===== src/rtl/dmem_arbiter_if.sv =====
// Requester and Memoria64 signal bundle for dmem_arbiter.
// slave = arbiter view, master = environment (requesters + memory) view.
interface dmem_arbiter_if #(
    parameter int AW = 64,
    parameter int DW = 64
);
    logic          REQ0;
    logic          WE0;
    logic [AW-1:0] ADDR0;
    logic [DW-1:0] WDATA0;
    logic          GNT0;
    logic          ACK0;
    logic [DW-1:0] RDATA0;

    logic          REQ1;
    logic          WE1;
    logic [AW-1:0] ADDR1;
    logic [DW-1:0] WDATA1;
    logic          GNT1;
    logic          ACK1;
    logic [DW-1:0] RDATA1;

    logic [AW-1:0] MEM_RADDR;
    logic [AW-1:0] MEM_WADDR;
    logic [DW-1:0] MEM_DATAIN;
    logic          MEM_WR;
    logic [DW-1:0] MEM_DATAOUT;
    logic          BUSY;

    modport slave (
        input  REQ0, WE0, ADDR0, WDATA0,
        input  REQ1, WE1, ADDR1, WDATA1,
        input  MEM_DATAOUT,
        output GNT0, ACK0, RDATA0,
        output GNT1, ACK1, RDATA1,
        output MEM_RADDR, MEM_WADDR, MEM_DATAIN, MEM_WR, BUSY
    );

    modport master (
        output REQ0, WE0, ADDR0, WDATA0,
        output REQ1, WE1, ADDR1, WDATA1,
        output MEM_DATAOUT,
        input  GNT0, ACK0, RDATA0,
        input  GNT1, ACK1, RDATA1,
        input  MEM_RADDR, MEM_WADDR, MEM_DATAIN, MEM_WR, BUSY
    );
endinterface


===== src/rtl/dmem_arbiter.sv =====
// Memoria64 arbiter, CPU (port 0) vs loader (port 1); round-robin ties, or CPU priority with DMEM_ARB_CPU_PRIORITY_EN.
// Latency: GNT 1 cycle after REQ sampled in IDLE; ACK at +2 (write) or +READ_LAT+1 (read); all outputs registered.
// Backpressure: REQ sampled only in IDLE; requester holds REQ/WE/ADDR/WDATA until it sees its GNT.
module dmem_arbiter #(
    parameter int AW       = 64,
    parameter int DW       = 64,
    parameter int READ_LAT = 1
) (
    input  logic          CLK,
    input  logic          RESET,
    dmem_arbiter_if.slave bus
);
    typedef enum logic [1:0] {
        IDLE   = 2'd0,
        ACCESS = 2'd1,
        RESP   = 2'd2
    } state_t;

    localparam logic [2:0] LAT_LAST = 3'(READ_LAT - 1);

    state_t     state;
    state_t     state_nxt;
    logic       last;
    logic       sel;
    logic       we_q;
    logic [2:0] lat_cnt;
    logic       win;
    logic       grant;
    logic       access_done;
    logic       gnt0_d;
    logic       gnt1_d;
    logic       ack0_d;
    logic       ack1_d;
    logic       wr_d;
    logic       busy_d;

    // A lone requester always wins; on a tie the port that was not served last wins.
    always_comb begin
        win = 1'b0;
        if (bus.REQ0 && bus.REQ1) begin
`ifdef DMEM_ARB_CPU_PRIORITY_EN
            win = 1'b0;
`else
            win = ~last;
`endif
        end else begin
            win = bus.REQ1;
        end
    end

    assign grant       = (state == IDLE) && (bus.REQ0 || bus.REQ1);
    assign access_done = (state == ACCESS) && (we_q || (lat_cnt == LAT_LAST));

    always_ff @(posedge CLK) begin
        if (RESET) begin
            state <= IDLE;
        end else begin
            state <= state_nxt;
        end
    end

    always_comb begin
        state_nxt = state;
        case (state)
            IDLE:    if (grant)       state_nxt = ACCESS;
            ACCESS:  if (access_done) state_nxt = RESP;
            RESP:                     state_nxt = IDLE;
            default:                  state_nxt = IDLE;
        endcase
    end

    always_comb begin
        gnt0_d = grant && !win;
        gnt1_d = grant && win;
        wr_d   = grant && (win ? bus.WE1 : bus.WE0);
        ack0_d = access_done && !sel;
        ack1_d = access_done && sel;
        busy_d = (state_nxt != IDLE);
    end

    always_ff @(posedge CLK) begin
        if (RESET) begin
            bus.GNT0   <= 1'b0;
            bus.GNT1   <= 1'b0;
            bus.ACK0   <= 1'b0;
            bus.ACK1   <= 1'b0;
            bus.MEM_WR <= 1'b0;
            bus.BUSY   <= 1'b0;
        end else begin
            bus.GNT0   <= gnt0_d;
            bus.GNT1   <= gnt1_d;
            bus.ACK0   <= ack0_d;
            bus.ACK1   <= ack1_d;
            bus.MEM_WR <= wr_d;
            bus.BUSY   <= busy_d;
        end
    end

    // Address/data hold their last latched value while idle; RDATAx holds until that port's next read.
    always_ff @(posedge CLK) begin
        if (RESET) begin
            last           <= 1'b1;
            sel            <= 1'b0;
            we_q           <= 1'b0;
            lat_cnt        <= 3'd0;
            bus.MEM_RADDR  <= '0;
            bus.MEM_WADDR  <= '0;
            bus.MEM_DATAIN <= '0;
            bus.RDATA0     <= '0;
            bus.RDATA1     <= '0;
        end else begin
            if (grant) begin
                last           <= win;
                sel            <= win;
                we_q           <= win ? bus.WE1 : bus.WE0;
                lat_cnt        <= 3'd0;
                bus.MEM_RADDR  <= win ? bus.ADDR1 : bus.ADDR0;
                bus.MEM_WADDR  <= win ? bus.ADDR1 : bus.ADDR0;
                bus.MEM_DATAIN <= win ? bus.WDATA1 : bus.WDATA0;
            end else if (state == ACCESS) begin
                lat_cnt <= lat_cnt + 3'd1;
            end
            if (access_done && !we_q) begin
                if (sel) begin
                    bus.RDATA1 <= bus.MEM_DATAOUT;
                end else begin
                    bus.RDATA0 <= bus.MEM_DATAOUT;
                end
            end
        end
    end
endmodule


===== src/flat_wrapper.sv =====
// flat-port wrapper written by rule: the top's interface ports become plain ports
module dmem_arbiter_flat 
#(
    parameter int AW       = 64,
    parameter int DW       = 64,
    parameter int READ_LAT = 1
)
  (CLK, RESET, bus_REQ0, bus_WE0, bus_ADDR0, bus_WDATA0, bus_REQ1, bus_WE1, bus_ADDR1, bus_WDATA1, bus_MEM_DATAOUT, bus_GNT0, bus_ACK0, bus_RDATA0, bus_GNT1, bus_ACK1, bus_RDATA1, bus_MEM_RADDR, bus_MEM_WADDR, bus_MEM_DATAIN, bus_MEM_WR, bus_BUSY);
  dmem_arbiter_if #(.AW(AW), .DW(DW)) bus_i ();
  input  logic CLK;
  input  logic RESET;
  input wire logic [$bits(bus_i.REQ0)-1:0] bus_REQ0;
  input wire logic [$bits(bus_i.WE0)-1:0] bus_WE0;
  input wire logic [$bits(bus_i.ADDR0)-1:0] bus_ADDR0;
  input wire logic [$bits(bus_i.WDATA0)-1:0] bus_WDATA0;
  input wire logic [$bits(bus_i.REQ1)-1:0] bus_REQ1;
  input wire logic [$bits(bus_i.WE1)-1:0] bus_WE1;
  input wire logic [$bits(bus_i.ADDR1)-1:0] bus_ADDR1;
  input wire logic [$bits(bus_i.WDATA1)-1:0] bus_WDATA1;
  input wire logic [$bits(bus_i.MEM_DATAOUT)-1:0] bus_MEM_DATAOUT;
  output wire logic [$bits(bus_i.GNT0)-1:0] bus_GNT0;
  output wire logic [$bits(bus_i.ACK0)-1:0] bus_ACK0;
  output wire logic [$bits(bus_i.RDATA0)-1:0] bus_RDATA0;
  output wire logic [$bits(bus_i.GNT1)-1:0] bus_GNT1;
  output wire logic [$bits(bus_i.ACK1)-1:0] bus_ACK1;
  output wire logic [$bits(bus_i.RDATA1)-1:0] bus_RDATA1;
  output wire logic [$bits(bus_i.MEM_RADDR)-1:0] bus_MEM_RADDR;
  output wire logic [$bits(bus_i.MEM_WADDR)-1:0] bus_MEM_WADDR;
  output wire logic [$bits(bus_i.MEM_DATAIN)-1:0] bus_MEM_DATAIN;
  output wire logic [$bits(bus_i.MEM_WR)-1:0] bus_MEM_WR;
  output wire logic [$bits(bus_i.BUSY)-1:0] bus_BUSY;
  assign bus_i.REQ0 = bus_REQ0;
  assign bus_i.WE0 = bus_WE0;
  assign bus_i.ADDR0 = bus_ADDR0;
  assign bus_i.WDATA0 = bus_WDATA0;
  assign bus_i.REQ1 = bus_REQ1;
  assign bus_i.WE1 = bus_WE1;
  assign bus_i.ADDR1 = bus_ADDR1;
  assign bus_i.WDATA1 = bus_WDATA1;
  assign bus_i.MEM_DATAOUT = bus_MEM_DATAOUT;
  assign bus_GNT0 = bus_i.GNT0;
  assign bus_ACK0 = bus_i.ACK0;
  assign bus_RDATA0 = bus_i.RDATA0;
  assign bus_GNT1 = bus_i.GNT1;
  assign bus_ACK1 = bus_i.ACK1;
  assign bus_RDATA1 = bus_i.RDATA1;
  assign bus_MEM_RADDR = bus_i.MEM_RADDR;
  assign bus_MEM_WADDR = bus_i.MEM_WADDR;
  assign bus_MEM_DATAIN = bus_i.MEM_DATAIN;
  assign bus_MEM_WR = bus_i.MEM_WR;
  assign bus_BUSY = bus_i.BUSY;
  dmem_arbiter #(.AW(AW), .DW(DW), .READ_LAT(READ_LAT)) u_core (.CLK(CLK), .RESET(RESET), .bus(bus_i));
endmodule

===== config.mk =====
export PLATFORM = sky130hd
export DESIGN_NAME = dmem_arbiter_flat
export DESIGN_NICKNAME = d
export VERILOG_FILES = /design/src/rtl/dmem_arbiter_if.sv /design/src/rtl/dmem_arbiter.sv /design/src/flat_wrapper.sv
export SDC_FILE = /design/constraint.sdc
export NUM_CORES = 1
export LEC_CHECK = 0
export CAP_MARGIN = 20
export CELL_PAD_IN_SITES_DETAIL_PLACEMENT = 0
export CELL_PAD_IN_SITES_GLOBAL_PLACEMENT = 2
export CORE_MARGIN = 2
export CORE_UTILIZATION = 19
export DETAILED_ROUTE_END_ITERATION = 8
export GPL_TIMING_DRIVEN = 0
export PLACE_DENSITY_LB_ADDON = 0.1
export SETUP_SLACK_MARGIN = 0.4
export SYNTH_ARGS = -nofsm -noshare
export SYNTH_HDL_FRONTEND = slang
export SYNTH_SLANG_ARGS = --single-unit

===== constraint.sdc =====
create_clock -name CLK -period 1.7 [get_ports CLK]
set_input_delay 0.17 -clock CLK [delete_from_list [all_inputs] [get_ports CLK]]
set_output_delay 0.17 -clock CLK [all_outputs]
set_load 0.01 [all_outputs]

==> metrics.yaml <==
status:
  outcome: "finished, violations left"
  failed_checks: "setup timing"
hold_path:
  hp-start: "bus_REQ0"
  hp-class: "in -> reg"
worst_setup_path:
  cp-end-kind: "flop"
  arrival_ps: 2270
  cpMostUsedCell: "buf_6"
  crit-reg2reg-launch: "u_core.state[0]"
  startpoint: "u_core.state[0]"
  worstPathCellList: "buf_6 -> or2_1 -> buf_6 -> o21ba_4 -> buf_6 -> buf_16 -> clkbuf_16 -> a221o_1"
  crit_fanout: 8
  required_ps: 2120
  critical_path_class: "reg -> reg"
  crit_slowest_cell: "dfxtp_2"
  startpoint_type: "flop"
  cpPeakStageDelay_ps: 310
logic_synthesis:
  ys_async_sr_fraction_pct: 0
  yosys_warnings: 0
  synth-edff-count: 0
  synth-seq-cells: 270
  yosysSeqAreaShare_pct: 46.5
  synthCells: 1220
  synth_cell_types: 33
  syn_area_um2: 11600
  syn-num-nets: 1548
  avgSynthCellArea_um2: 9.53
  ys.flop_type: "dfxtp_1"
floorplanning:
  die_w_um: 251
  die_h_um: 251
  rows: 90
  io_pins: 652
  coreArea_um2: 60500
  dieArea_um2: 63200
  start_util_pct: 19.2
global_route:
  antenna_found_initial: 24
  grtUsageTotal_pct: 19.4
  grt-ovfl-total: 0
  grt_max_degree: 11
  grt_first_pass_wirelength_mm: 90.0
  grt_pass1_vias: 12800
cells_and_area:
  drive_gt1_share_pct: 28.4
  stdcell_area_um2: 22100
  layout_commonest_cell: "clkdlybuf4s50_1"
  fin_util_pct: 36.5
  n_fill_cell: 6211
  num-nets-final: 2313
  stdcell_count: 2806
  final_cell_mix: "clkdlybuf4s50_1 (324), dfxtp_1 (198), nand2b_1 (193), dlymetal6s2s_1 (141), mux2i_1 (129)"
  areaGrowthSynthToFinish_pct: 90.0
sta:
  finalHoldViolCount: 0
  relSlewSlack_pct: 60.6
  rsz0062_at_grt: "true"
  skew_ps: 16.2
  setup_viol: 118
  slew_viol_final: 0
  period_share_pct: 109
  worstMarginPinSlew_ps: 589
  fmax_ghz: 0.539
  fin_crit_ps: 1860
  setup_ws_ps: -156
  whs_ps: 123
placed_design:
  placed_cells: 2652
  io_buffers: 650
  dp_hpwl_mm: 47.3
  placed_cell_area_um2: 19300
  gp_congestion: 0.785
routing:
  wl_mm: 63.7
  ant_nets: 0
  drc: 0
  dr.pass1.iters: 4
  via_per_inst: 4.28
  drt_iter0_markers: 398
  wl_per_cell_um: 22.7
  vias: 12000
clock_tree:
  clockBufferDepth: 3
  clk_latency_ps: 540
  path_clk_slew_ps: 50
  cts_num_sinks: 270
  root_buffer: "clkbuf_16"
  numCtsBuffers: 37
  cts_tree: "yes"
  htreeDepth: 2
pwr:
  leakagePower_nw: 11.6
  vdd_drop_max_v: 0.000528
  p_total_mw: 20.5
  p_per_area_nw_per_um2: 928
job:
  drv_cap: 0
==> per-layer routing <==
layer / wire length [um] / GRT usage, %
met2: 33000 / 35.3
met5: 141 / 0
met1: 23800 / 20.8
met4: 1530 / 6.00
met3: 5170 / 7.26
==> logic make-up (layout without fill, tap and decap cells) <==
family	after synthesis	in the layout	share of synthesized area, %
AND/OR/NAND/NOR	374	374	18.6
adder cells (fa/ha/maj)	2	2	0.215
multiplexers	129	129	11.1
AO/OA/AOI/OAI	169	169	12.0
other	0	14	0
flip-flops	270	270	46.5
buffers and inverters	274	1064	11.4
XOR/XNOR	2	2	0.151
==> metrics by stage <==
step | setup slack, ps | setup TNS, ps
2_1_floorplan | 12.0 | 0
3_3_place_gp | -1390 | -266720
3_5_place_dp | -1470 | -282300
4_1_cts | -159 | -10580
5_1_grt | -213 | -18780
6_report | -156 | -10180
==> critical path: cells and delay by family, from the launching register on <==
kind,cells,cell delay (ps)
buffers and inverters,5,670
and+or+nand+nor,1,230
DFF,1,310
AOI/OAI and AO/OA,2,510
==> final cells by class <==
| type | instances | area [um2] | area share, % |
|---|---|---|---|
| Antenna cell | 14 | 35.0 | 0.159 |
| Buffer | 170 | 1620 | 7.33 |
| Inverter | 103 | 387 | 1.75 |
| Sequential cell | 270 | 5520 | 25.0 |
| Tap cell | 782 | 978 | 4.43 |
| Clock inverter | 4 | 31.3 | 0.142 |
| Clock buffer | 60 | 1130 | 5.13 |
| Timing Repair Buffer | 727 | 7290 | 33.0 |
| Multi-Input combinational cell | 676 | 5110 | 23.1 |
==> flip-flops by register name, indices dropped and copies added, names as in the netlist <==
signal,flops
u_core.bus.ACK0,1
u_core.bus.ACK1,1
u_core.bus.BUSY,1
u_core.bus.GNT0,1
u_core.bus.GNT1,1
u_core.bus.MEM_DATAIN,64
u_core.bus.MEM_WADDR,64
u_core.bus.MEM_WR,1
u_core.bus.RDATA0,64
u_core.bus.RDATA1,64
u_core.last,1
u_core.lat_cnt,3
u_core.sel,1
u_core.state,2
u_core.we_q,1
==> cell usage after synthesis, types with 2 or more instances <==
library cell / n / area share (%)
dfxtp_1: 270 / 46
nand2b_1: 194 / 10
mux2i_1: 129 / 11
inv_1: 103 / 3.3
nor3_1: 101 / 4.3
a221o_1: 98 / 8.4
clkbuf_1: 77 / 2.5
buf_4: 64 / 4.1
o21ai_0: 33 / 1.4
a31oi_1: 31 / 1.7
nand3_1: 31 / 1.3
nand4_1: 31 / 1.7
buf_2: 26 / 1.1
nor2_1: 8 / 0.26
buf_6: 4 / 0.39
ha_1: 2 / 0.22
or3_1: 2 / 0.11
==> where the power goes <==
part	internal, mW	total (mW)	switching, mW
sequential	6.94	7.34	0.402
clock	4.54	7.63	3.09
combinational	3.14	5.55	2.42
==> final timing paths <==
kind,to,slack [ps],depth (start not counted)
worst min-delay path,u_core.bus.BUSY,120,3
worst max-delay path,u_core.bus.MEM_WADDR[35],-160,8
worst min register to register,u_core.bus.ACK0,460,1
worst max register to register,u_core.bus.MEM_WADDR[35],-160,8
==> what timing repair did <==
item	4_1_cts	5_1_grt
endpoints found under the hold margin	1	0
cloned	21	0
setup buffers	52	3
pin swaps	112	21
setup endpoints to repair	594	503
hold buffers	1	0
resized for setup	956	217
Note: power is estimated with default switching activity, not from simulation.
==> RTL change 1: new RTL, same flow settings <==
The 3 states of `state_t` get a one-hot encoding in 3 bits.
--- a/src/rtl/dmem_arbiter.sv
+++ b/src/rtl/dmem_arbiter.sv
@@ -12,6 +12,6 @@
 );
-    typedef enum logic [1:0] {
-        IDLE   = 2'd0,
-        ACCESS = 2'd1,
-        RESP   = 2'd2
+    typedef enum logic [2:0] {
+        IDLE   = 3'b001,
+        ACCESS = 3'b010,
+        RESP   = 3'b100
     } state_t;
Function: no difference found for any inputs over 4 cycles, from zero or initial values and one cycle with RESET high; so few cycles prove little.
==> RTL change 1 against the original RTL <==
The flow still finishes with violations (negative setup slack); worst hold slack gained 0.10 ns; setup slack lost 0.075 ns; routed wire length shrank 1.6%; total power shrank 3.0%; clock power grew 3.4%; final area grew 1.9%; fmax shrank 3.9%; sequential cell count grew 1; area after synthesis grew 0.46%; synthesized cell count shrank 2.7%; critical endpoint is now u_core.bus.MEM_WADDR[56].
==> RTL change 1: results (changes against the original RTL) <==
netlist_top_cells_area: "dfxtp_1 (46%), a221o_1 (11%), mux2i_1 (11%), nand2b_1 (10%), nor3_1 (5.5%)"  # was dfxtp_1 (46%), mux2i_1 (11%), nand2b_1 (10%), a221o_1 (8.4%), nor3_1 (4.3%)
n_fill_cell: 6194  # was 6211
status: "finished, violations left"  # unchanged
cts_made_buffers: 38  # was 37
yosysUniqueCellTypes: 32  # was 33
slowest_delay_ns: 0.57  # was 0.31 ns
min_to: "u_core.bus.RDATA0[51]"  # was u_core.bus.BUSY
wl_met2_mm: 31.65  # was 33.00 mm
dpl.hpwl_mm: 46.56  # was 47.30 mm
placed_cells: 2620  # was 2652
grt_pass1_vias: 12575  # was 12.79k
use_met1_pct: 20.24  # was 20.83%
ctsResizeCount: 850  # was 956
worst_slew_pin_slew_ns: 0.6973  # was 0.5891 ns
setup_slack_ns: -0.2315  # was -0.1563 ns
worstHoldStart: "bus_MEM_DATAOUT[51]"  # was bus_REQ0
synth_compound_area_share_pct: 11.64  # was 11.98%
dpl_cell_area_um2: 19420  # was 19310 um^2
synth_xor_xnor_area_share_pct: 0.07496  # was 0.1506%
syn_inst: 1187  # was 1220
setup_viol: 259  # was 118
drt-vias-per-instance: 4.238  # was 4.279
crit_start: "u_core.state[2]"  # was u_core.state[0]
crit_fanout: 9  # was 8
grtUsageMet3_pct: 6.582  # was 7.258%
violations: "negative setup slack"  # unchanged
leakage_nw: 11.85  # was 11.61 nW
met3_length_mm: 4.655  # was 5.172 mm
fin_skew_ns: 0.01867  # was 0.01621 ns
drive_gt1_share_pct: 27.47  # was 28.36%
drtIter0Drc: 509  # was 398
wl_met1_mm: 23.89  # was 23.81 mm
critPathArrivalTime_ns: 2.40  # was 2.27 ns
synth.net_count: 1515  # was 1548
setup_tns_ns: -43.49  # was -10.18 ns
antenna_found_initial: 30  # was 24
gp_congestion: 0.8313  # was 0.7853
[RTL change 1: cell types whose count changed after synthesis, moves of 32 or more]
cell / delta
nand2_1: +131
a221o_1: +32
inv_1: -99
o21ai_0: -32
[RTL change 1: worst max-delay path, delay by kind of cell (launching register included)]
family	cells	cell delay [ns]
flip-flops	1	0.33
buffers and inverters	4	0.65
AND/OR/NAND/NOR	2	0.75
AO/OA/AOI/OAI	1	0.13
[RTL change 1: layout make-up]
class / count / area share [%]
repair buffers: 737 / 33.64
flip-flops and latches: 271 / 24.79
multi-input cells: 740 / 24.11
plain buffers: 172 / 7.454
clock buffers: 63 / 5.181
well taps: 782 / 4.347
clock inverters: 4 / 0.2168
diodes: 18 / 0.2001
inverters: 4 / 0.06670
[RTL change 1: where the power goes]
part,internal [mW],switching (mW),total (mW)
logic,2.77,2.02,4.79
registers,6.85,0.368,7.22
clock network,4.80,3.09,7.89
==> RTL change 2: new RTL, same flow settings <==
Without the edit above. `DW` is set to 64 in 3 places; all go to 68.
--- a/src/rtl/dmem_arbiter_if.sv
+++ b/src/rtl/dmem_arbiter_if.sv
@@ -4,3 +4,3 @@
     parameter int AW = 64,
-    parameter int DW = 64
+    parameter int DW = 68
 );
--- a/src/rtl/dmem_arbiter.sv
+++ b/src/rtl/dmem_arbiter.sv
@@ -5,3 +5,3 @@
     parameter int AW       = 64,
-    parameter int DW       = 64,
+    parameter int DW       = 68,
     parameter int READ_LAT = 1
--- a/src/flat_wrapper.sv
+++ b/src/flat_wrapper.sv
@@ -4,3 +4,3 @@
     parameter int AW       = 64,
-    parameter int DW       = 64,
+    parameter int DW       = 68,
     parameter int READ_LAT = 1
Interface: changed (6 resized); port bits go from 652 to 676. The function was not compared with the original's and may differ.
==> RTL change 2 against the original RTL <==
The flow still finishes with violations (negative setup slack); first-iteration DRC count is 13% higher; highest routed layer unchanged; setup slack better by 0.11 ns; total power is 9.8% higher; sequential cell count is 12 higher; final cell count is 7.8% higher; sequential power is 4.0% higher; non-clock buffer count is 108 higher; routed wire length is 8.2% higher; area after synthesis is 6.1% higher; final area is 15% higher.
==> RTL change 2: results (changes against the original RTL) <==
status: "finished, violations left"  # unchanged
violations: "negative setup slack"  # unchanged
antenna_found_initial: 27  # was 24
postCtsSetupRepairBufs: 74  # was 52
setup_viol: 85  # was 118
nNetsFinal: 2459  # was 2313
wl_met2_mm: 35.03  # was 33.00 mm
slowest_delay_ns: 0.38  # was 0.31 ns
pwr-share-comb_pct: 31.1  # was 27.1%
placed_cells: 2772  # was 2652
worst_slew_pin_slew_ns: 0.5351  # was 0.5891 ns
wl_met1_mm: 27.56  # was 23.81 mm
setup_slack_ns: -0.04450  # was -0.1563 ns
ir_drop_mv: 0.5719  # was 0.5283 mV
grt_max_degree: 12  # was 11
worstHoldStart: "bus_MEM_DATAOUT[59]"  # was bus_REQ0
grt_use_met2_pct: 34.02  # was 35.28%
drive_gt1_share_pct: 36.63  # was 28.36%
synth_area_per_cell_um2: 9.932  # was 9.533 um^2
dpl.hpwl_mm: 49.64  # was 47.30 mm
netlist_top_cells_area: "dfxtp_1 (46%), mux2i_1 (11%), nand2b_1 (10%), a221o_1 (9.9%), buf_4 (4.1%)"  # was dfxtp_1 (46%), mux2i_1 (11%), nand2b_1 (10%), a221o_1 (8.4%), nor3_1 (4.3%)
use_met1_pct: 22.07  # was 20.83%
grt_pass1_vias: 13145  # was 12.79k
drtIter0Drc: 451  # was 398
fin_skew_ns: 0.02102  # was 0.01621 ns
yosysUniqueCellTypes: 34  # was 33
gp_congestion: 0.8302  # was 0.7853
clkPwrFrac_pct: 35.0  # was 37.2%
cts_made_buffers: 38  # was 37
critPathArrivalTime_ns: 2.21  # was 2.27 ns
met3_length_mm: 4.389  # was 5.172 mm
==> RTL change 2: cell count changes after synthesis, sizes merged, moves of 22 or more <==
cell and delta:
nand3 -31, clkbuf -25, a221o +24, inv +24, nor3 +23, buf +22
==> RTL change 2: metrics by stage <==
stage | hold slack, ns | setup WS [ns] | setup TNS, ns
4_1_cts | 0.1808 | -0.09417 | -6.739
2_1_floorplan | 0.2802 | 0.1221 | 0
3_5_place_dp | 0.4281 | -1.020 | -170.64
3_3_place_gp | 0.4328 | -1.041 | -163.82
6_report | 0.2210 | -0.04450 | -1.716
5_1_grt | 0.2055 | -0.1313 | -14.06
==> RTL change 2: final cells by class <==
type / instances / area [um^2]
Fill cell: 6364 / 38860
Timing Repair Buffer: 837 / 8722
Tap cell: 855 / 1070
Inverter: 127 / 476.7
Antenna cell: 24 / 60.06
Multi-Input combinational cell: 665 / 6243
Clock inverter: 7 / 38.79
Sequential cell: 282 / 5754
Buffer: 168 / 1968
Clock buffer: 60 / 1155
==> RTL change 2: critical path: cells and delay by family, from the launching register on <==
| kind | cells | cell delay, ns |
|---|---|---|
| compound gates | 1 | 0.13 |
| flops | 1 | 0.31 |
| buf+inv | 5 | 0.69 |
| simple gates | 2 | 0.53 |
==> RTL change 2: final timing paths <==
| kind | to | slack (ns) | depth (start not counted) |
|---|---|---|---|
| worst max-delay path | u_core.bus.MEM_WADDR[17] | -0.04 | 8 |
| worst min-delay path | u_core.bus.RDATA0[59] | 0.22 | 3 |
| worst max register to register | u_core.bus.MEM_WADDR[17] | -0.04 | 8 |
| worst min register to register | u_core.bus.ACK0 | 0.45 | 1 |
==> RTL change 2: cell families after synthesis <==
logic type	synth area share, %
mux	11.12
compound gates	11.39
flops	45.77
xor+xnor	0.1420
simple gates	19.39
fa+ha+maj	0.2028
buf+inv	11.99
